## src/rtl/atm_pkg.sv

```systemverilog
// atm_pkg: shared definitions for the cash-terminal session controller.
//   state_t     - 3-bit session state encoding, IDLE (0) through DONE (7)
//   TIMEOUT_MAX - last inactivity count before a stalled state aborts
package atm_pkg;

    typedef enum logic [2:0] {
        IDLE = 3'd0,
        LANG = 3'd1,
        ACCT = 3'd2,
        PIN  = 3'd3,
        AMT  = 3'd4,
        PROC = 3'd5,
        DISP = 3'd6,
        DONE = 3'd7
    } state_t;

    localparam logic [2:0] TIMEOUT_MAX = 3'd7;

endpackage

```

## src/rtl/atm.sv

```systemverilog
// atm: session controller for a cash-dispensing terminal.
// Walks a customer through card entry, language, account type, PIN, amount,
// processing and cash collection, taking at most one step per clock.
// Ports:
//   clk             in   rising-edge clock
//   reset           in   synchronous active-high reset
//   card_insert     in   card present (level); low aborts any session
//   language        in   language selected
//   type_of_account in   account type selected
//   enter_pin       in   PIN entered/accepted
//   enter_amount    in   amount entered
//   wait_while      in   transaction processing complete
//   receive_amount  in   customer has taken the cash
//   out             out  session complete / cash dispensed (state == DONE)
//   state           out  current state code
//   count           out  inactivity counter for the current state
module atm
    import atm_pkg::*;
(
    input  logic       clk,
    input  logic       reset,
    input  logic       card_insert,
    input  logic       language,
    input  logic       type_of_account,
    input  logic       enter_pin,
    input  logic       enter_amount,
    input  logic       wait_while,
    input  logic       receive_amount,
    output logic       out,
    output logic [2:0] state,
    output logic [2:0] count
);

    state_t     state_q;
    logic [2:0] count_q;
    logic       advance;

    // Only the advance input belonging to the current state is looked at;
    // stale highs on the other inputs are harmless.
    always_comb begin
        advance = 1'b0;
        case (state_q)
            IDLE:    advance = card_insert;
            LANG:    advance = language;
            ACCT:    advance = type_of_account;
            PIN:     advance = enter_pin;
            AMT:     advance = enter_amount;
            PROC:    advance = wait_while;
            DISP:    advance = receive_amount;
            default: advance = 1'b0;
        endcase
    end

    always_ff @(posedge clk) begin
        if (reset) begin
            state_q <= IDLE;
            count_q <= 3'd0;
        end else if (state_q != IDLE && !card_insert) begin
            // card pulled mid-session
            state_q <= IDLE;
            count_q <= 3'd0;
        end else if (state_q == IDLE) begin
            if (advance) state_q <= LANG;
            count_q <= 3'd0;
        end else if (state_q == DONE) begin
            // hold until the card is removed
            count_q <= 3'd0;
        end else if (advance) begin
            // advance beats timeout when both coincide
            state_q <= state_t'(state_q + 3'd1);
            count_q <= 3'd0;
        end else if (count_q == TIMEOUT_MAX) begin
            state_q <= IDLE;
            count_q <= 3'd0;
        end else begin
            count_q <= count_q + 3'd1;
        end
    end

    assign state = state_q;
    assign count = count_q;
    assign out   = (state_q == DONE);

endmodule

```

## config.mk

```make
export PLATFORM = sky130hd
export DESIGN_NAME = atm
export DESIGN_NICKNAME = d
export VERILOG_FILES = /design/src/rtl/atm_pkg.sv /design/src/rtl/atm.sv
export SDC_FILE = /design/constraint.sdc
export NUM_CORES = 1
export LEC_CHECK = 0
export ABC_AREA = 1
export BUFFER_PORTS_ARGS = -buffer_cell sky130_fd_sc_hd__buf_2
export CAP_MARGIN = 20
export CELL_PAD_IN_SITES_DETAIL_PLACEMENT = 0
export CELL_PAD_IN_SITES_GLOBAL_PLACEMENT = 1
export CORE_MARGIN = 2
export CORE_UTILIZATION = 31
export DETAILED_ROUTE_END_ITERATION = 7
export PLACE_DENSITY_LB_ADDON = 0.1
export SLEW_MARGIN = 10
export SYNTH_ARGS = -nofsm -noshare
export SYNTH_HDL_FRONTEND = slang
export SYNTH_SLANG_ARGS = --single-unit
```

## constraint.sdc

```tcl
create_clock -name clk -period 1.6 [get_ports clk]
set_input_delay 0.08 -clock clk [delete_from_list [all_inputs] [get_ports clk]]
set_output_delay 0.08 -clock clk [all_outputs]
set_load 0.01 [all_outputs]
```

---- Word-level counts from Yosys, hierarchy flattened ----
Cells that the tools add are included.
operators by class
  $add $sub $neg .......................... 2
  $mul .................................... 0
  div/mod/pow operators ................... 0
  $lt $le $gt $ge ......................... 0
  eq/ne operators ......................... 10
  shift-type cells ........................ 0
  mux-type cells .......................... 6
  bitwise gates (word level) .............. 0
  reduce and logical (&&, ||, !) cells .... 8
operators by type and width
  cell                                                                     number
  3-bit equality test, second input constant                               5
  3-bit 2-to-1 mux                                                         5
  1-bit case mux with 7 select lines                                       1
  3-bit by 1-bit adder with 3-bit output, second input constant            2
  3-bit by 2-bit equality test with 1-bit output, second input constant    2
  6-bit OR reduction                                                       1
  3-bit by 1-bit equality test with 1-bit output, second input constant    1
  3-bit logical NOT                                                        1
  3-bit AND reduction                                                      1
  3-bit nonzero test                                                       1
  2-bit by 1-bit inequality test with 1-bit output, second input constant  1
  2-bit inequality test, second input constant                             1
  2-bit nonzero test                                                       1
  2-bit OR reduction                                                       1
  1-bit logical AND                                                        1
  1-bit logical NOT                                                        1
word-level totals
  bits in registers ....................... 6
  latch bits .............................. 0
  memory bits (writable) .................. 0
  memory bits (read-only) ................. 0
  bits of input ports ..................... 9
  output and inout port bits .............. 7
  word-level logic and storage cells ...... 28
  memories kept ........................... 0

---- Logic depth before layout (Yosys ltp) ----
  word-level depth ........................ 5
  depth in mapped cells ................... 12
  gate-level depth less buffers ........... 12

---- Worst setup path after synthesis ----
OpenSTA, ideal clock, no wires.
  path type ............................... flip-flop to flip-flop
  start ................................... reg state_q[0], in the netlist state[0]
  end ..................................... reg state_q[0], in the netlist state[0]
  library setup time ...................... 113 ps
  arrival ................................. 1364 ps
  required time ........................... 1487 ps
  setup slack ............................. 123 ps
  cell stages (with the launch flop) ...... 13
  path buffers ............................ 0
  period minus slack after synthesis ...... 1477 ps
  cells stage by stage .................... dfxtp_1 > inv_1 > ha_1 > nand2_1 > nor2_1 > nor2_1 > nand2_2 > nand2_2 > nand2_2 > nand2_2 > nand2_1 > nand2_1 > nor2_1
on the way
  word-level cells in the longest chain between the ends .. 5
  elaborated cells on any way between the ends .. 20
  classes of those cells .................. add/sub (1); eq/ne (9); mux (4); reduce/logical (6)
ends and longest elaborated chain
  element                                      line       text
  start: declaration                           atm.sv:34  state_t state_q;
  start signal: assignment                     atm.sv:70  state_q <= state_t'(state_q + 3'd1);
  3-bit equality test (tied with other cells)  atm.sv:42  case (state_q)
  1-bit case mux with 7 select lines           atm.sv:42
  3-bit 2-to-1 mux                             atm.sv:68  end else if (advance) begin
  3-bit 2-to-1 mux                             atm.sv:65  end else if (state_q == DONE) begin
  3-bit 2-to-1 mux                             atm.sv:62  end else if (state_q == IDLE) begin
Parallel ways exist; a longest one is shown, timed or not. The select of a mux whose other input is x is not followed.
A chain may end at the register's enable or synchronous reset.

---- Worst setup path in the final report ----
  start ................................... reg state_q[0], in the netlist state[0]
  end ..................................... reg state_q[1], in the netlist state[1]
The elaborated chain is that of the path after synthesis.

==> metrics.csv <==
stage,metric,value,unit
status,outcome,"complete, no violations",
floorplanning,core footprint,1334,µm²
final_layout,Layout Nets,112,
cts,clk root buf,clkbuf_4,
global_route,first-pass GRT wire length,1863,µm
drt,Residual DRC,0,
cts,clock network latency to the later pin of the worst-skew pair,250,ps
synthesis,Netlist cell types,11,
critical_path,crit path capture type,flip-flop,
placement,Post-DP Area,588.1,µm²
cts,maximum root-to-sink buffer count,2,
pwr,maximum vdd drop,0.0005224,V
timing,Final setup violation count,0,
drt,drt wl/cell,10.16,µm
synthesis,"top cells by area, synth","dfxtp_1, ha_1, nand2_1",
final_layout,diodes inserted,0,
flow_run,max-cap viol count,0,
timing,fmax,682.4,MHz
final_layout,"Core Util, Final",51.41,%
timing,Final Cycle Share,91.58,%
final_layout,area grow syn2layout,50.14,%
cts,# hold bufs at CTS,0,
synthesis,Synth Net Count,86,
synthesis,largest area contributor in the netlist,dfxtp_1,
cts,CTS tree,built,
critical_path,CP required,1740,ps
timing,setup_tns,0,ps
drt,Starting DRT DRC Count,3,
pwr,Pwr Total,0.0009132,W
critical_path,Crit path arrival time,1600,ps
synthesis,Synth Area per Inst,6.619,µm²
global_route,global route overflow,0,
worst_hold_path,hold depth,4,
synthesis,Yosys warnings,0,
cts,"Clk pin slew, worst setup/hold paths",50,ps
timing,Rel. slew slack,88.80,%
floorplanning,starting density of the core,34.24,%
drt,DRT antenna net count,0,
final_layout,share of layout cells above drive strength 1,48.39,%
cts,H-tree lvl count,1,
floorplanning,I/O pin count,16,
placement,Final GP Congestion,0.7208,
timing,final hold violation count,0,
global_route,GRT Overall Usage,13.91,%
synthesis,share of the synthesized area in the top cell type,26.30,%
floorplanning,row count,13,
timing,clock skew,11.38,ps
global_route,antenna violations before repair,0,
pwr,pwr/cell area,1332,nW/µm²
global_route,vias in the first global route,461,
critical_path,R2R cell count,12,
drt,DR pass1 iterations,4,
drt,final wirelength,1097,µm
critical_path,Worst Setup Start Kind,flip-flop,
floorplanning,Die ar.,1796,µm²
drt,total number of vias,478,
critical_path,worst-path fanout max,6,
floorplanning,Die Ht,42.38,µm
cts,CTS Sinks,6,
timing,Worst-Margin Slew,167.4,ps
drt,DR vias/cell,4.426,
global_route,largest net degree at the start of global routing,7,
placement,Placed Cells,104,
critical_path,Crit Path Category,flip-flop to flip-flop,
final_layout,"non-filler cells, final",108,
placement,post-DP HPWL,886.5,µm
final_layout,Final Cell Area,685.7,µm²
placement,I/O Buffers,15,
final_layout,"commonest non-fill, non-tap cell in the layout",buf_2,
timing,"Slew Viols, Final",0,
synthesis,Mapped Area,456.7,µm²
timing,min cycle time layout,1465,ps
floorplanning,die width,42.38,µm
cts,total CTS buffers,3,
synthesis,synthesized flop and latch total,6,
synthesis,register area share after synthesis,26.30,%
synthesis,Syn Inst Count,69,
worst_hold_path,Hold Path Class,input pin to flip-flop,
final_layout,"commonest cells after routing, fill and taps aside","buf_2, nand2_1, nor2_1",
final_layout,Filler Cell Count,143,
pwr,Static Leak,0.3705,nW
[cells in the mapped netlist]
| master | count |
|---|---|
| nand2_1 | 16 |
| nor2_1 | 16 |
| ha_1 | 8 |
| inv_1 | 7 |
| nand3_1 | 7 |
| dfxtp_1 | 6 |
| nand2_2 | 4 |
| nor3_1 | 2 |
| inv_2 | 1 |
| nand3_2 | 1 |
| nor2_2 | 1 |
[critical path, stage by stage, from the launching register on]
cell and delay (ps):
dfxtp_4 360, ha_4 160, ha_2 160, nand2_2 60
nand2_1 50, nor2_2 110, nand2_2 70, nand2_2 70
nand2_2 70, nand2_4 90, nand2_2 40, nand2_1 60
nor2_1 30
[sequential cells by signal, indices dropped and copies added (netlist names)]
name   cells
count      3
state      3
[stage by stage]
stage	setup WS, ps	hold WS, ps
global placement	77.91	434.4
floorplan	123.4	265.5
detailed placement	56.27	442.2
CTS	35.36	175.1
global route	-1.349	224.0
finish	134.7	183.3
[cell families after synthesis]
kind of cell               count (synthesis)  synth area share, %
DFF                                        6                26.30
and+or+nand+nor                           47                45.21
buffers and inverters                      8                6.576
adders and majority gates                  8                21.92
[worst paths after layout]
| kind | startpoint | endpoint | slack [ps] |
|---|---|---|---|
| min reg2reg | count[0]$_SDFF_PP0_ | count[0]$_SDFF_PP0_ | 450 |
| max | state[0]$_SDFFE_PP0P_ | state[1]$_SDFFE_PP0P_ | 130 |
| min | reset | count[2]$_SDFF_PP0_ | 180 |
| max reg2reg | state[0]$_SDFFE_PP0P_ | state[1]$_SDFFE_PP0P_ | 130 |
[repair_timing]
item,4_1_cts,5_1_grt
endpoints found under the setup margin,0,6
buffers inserted,0,1
gates resized for setup,0,19
[metal layers]
layer | up-vias | global-route usage, % | share of wire (%)
li1 | 264 | - | -
met1 | 198 | 16.71 | 49
met2 | 12 | 21.23 | 42
met3 | 4 | 5.172 | 6.5
met4 | 0 | 7.500 | 2.4
met5 | - | 0 | 0
[cell type report]
class	instances	area (µm²)	area share, %
multi-input cells	55	369.1	53.83
clock buffers	3	22.52	3.285
repair buffers	21	120.1	17.52
flip-flops and latches	6	125.1	18.25
well taps	15	18.77	2.737
inverters	8	30.03	4.380
[power breakdown]
group | leakage (nW) | switching (W) | internal (W)
registers | 0.0500 | 0.0000336 | 0.000188
logic | 0.307 | 0.000317 | 0.000227
clock network | 0.0138 | 0.0000618 | 0.0000853
Power figures use the tool's default switching activity.
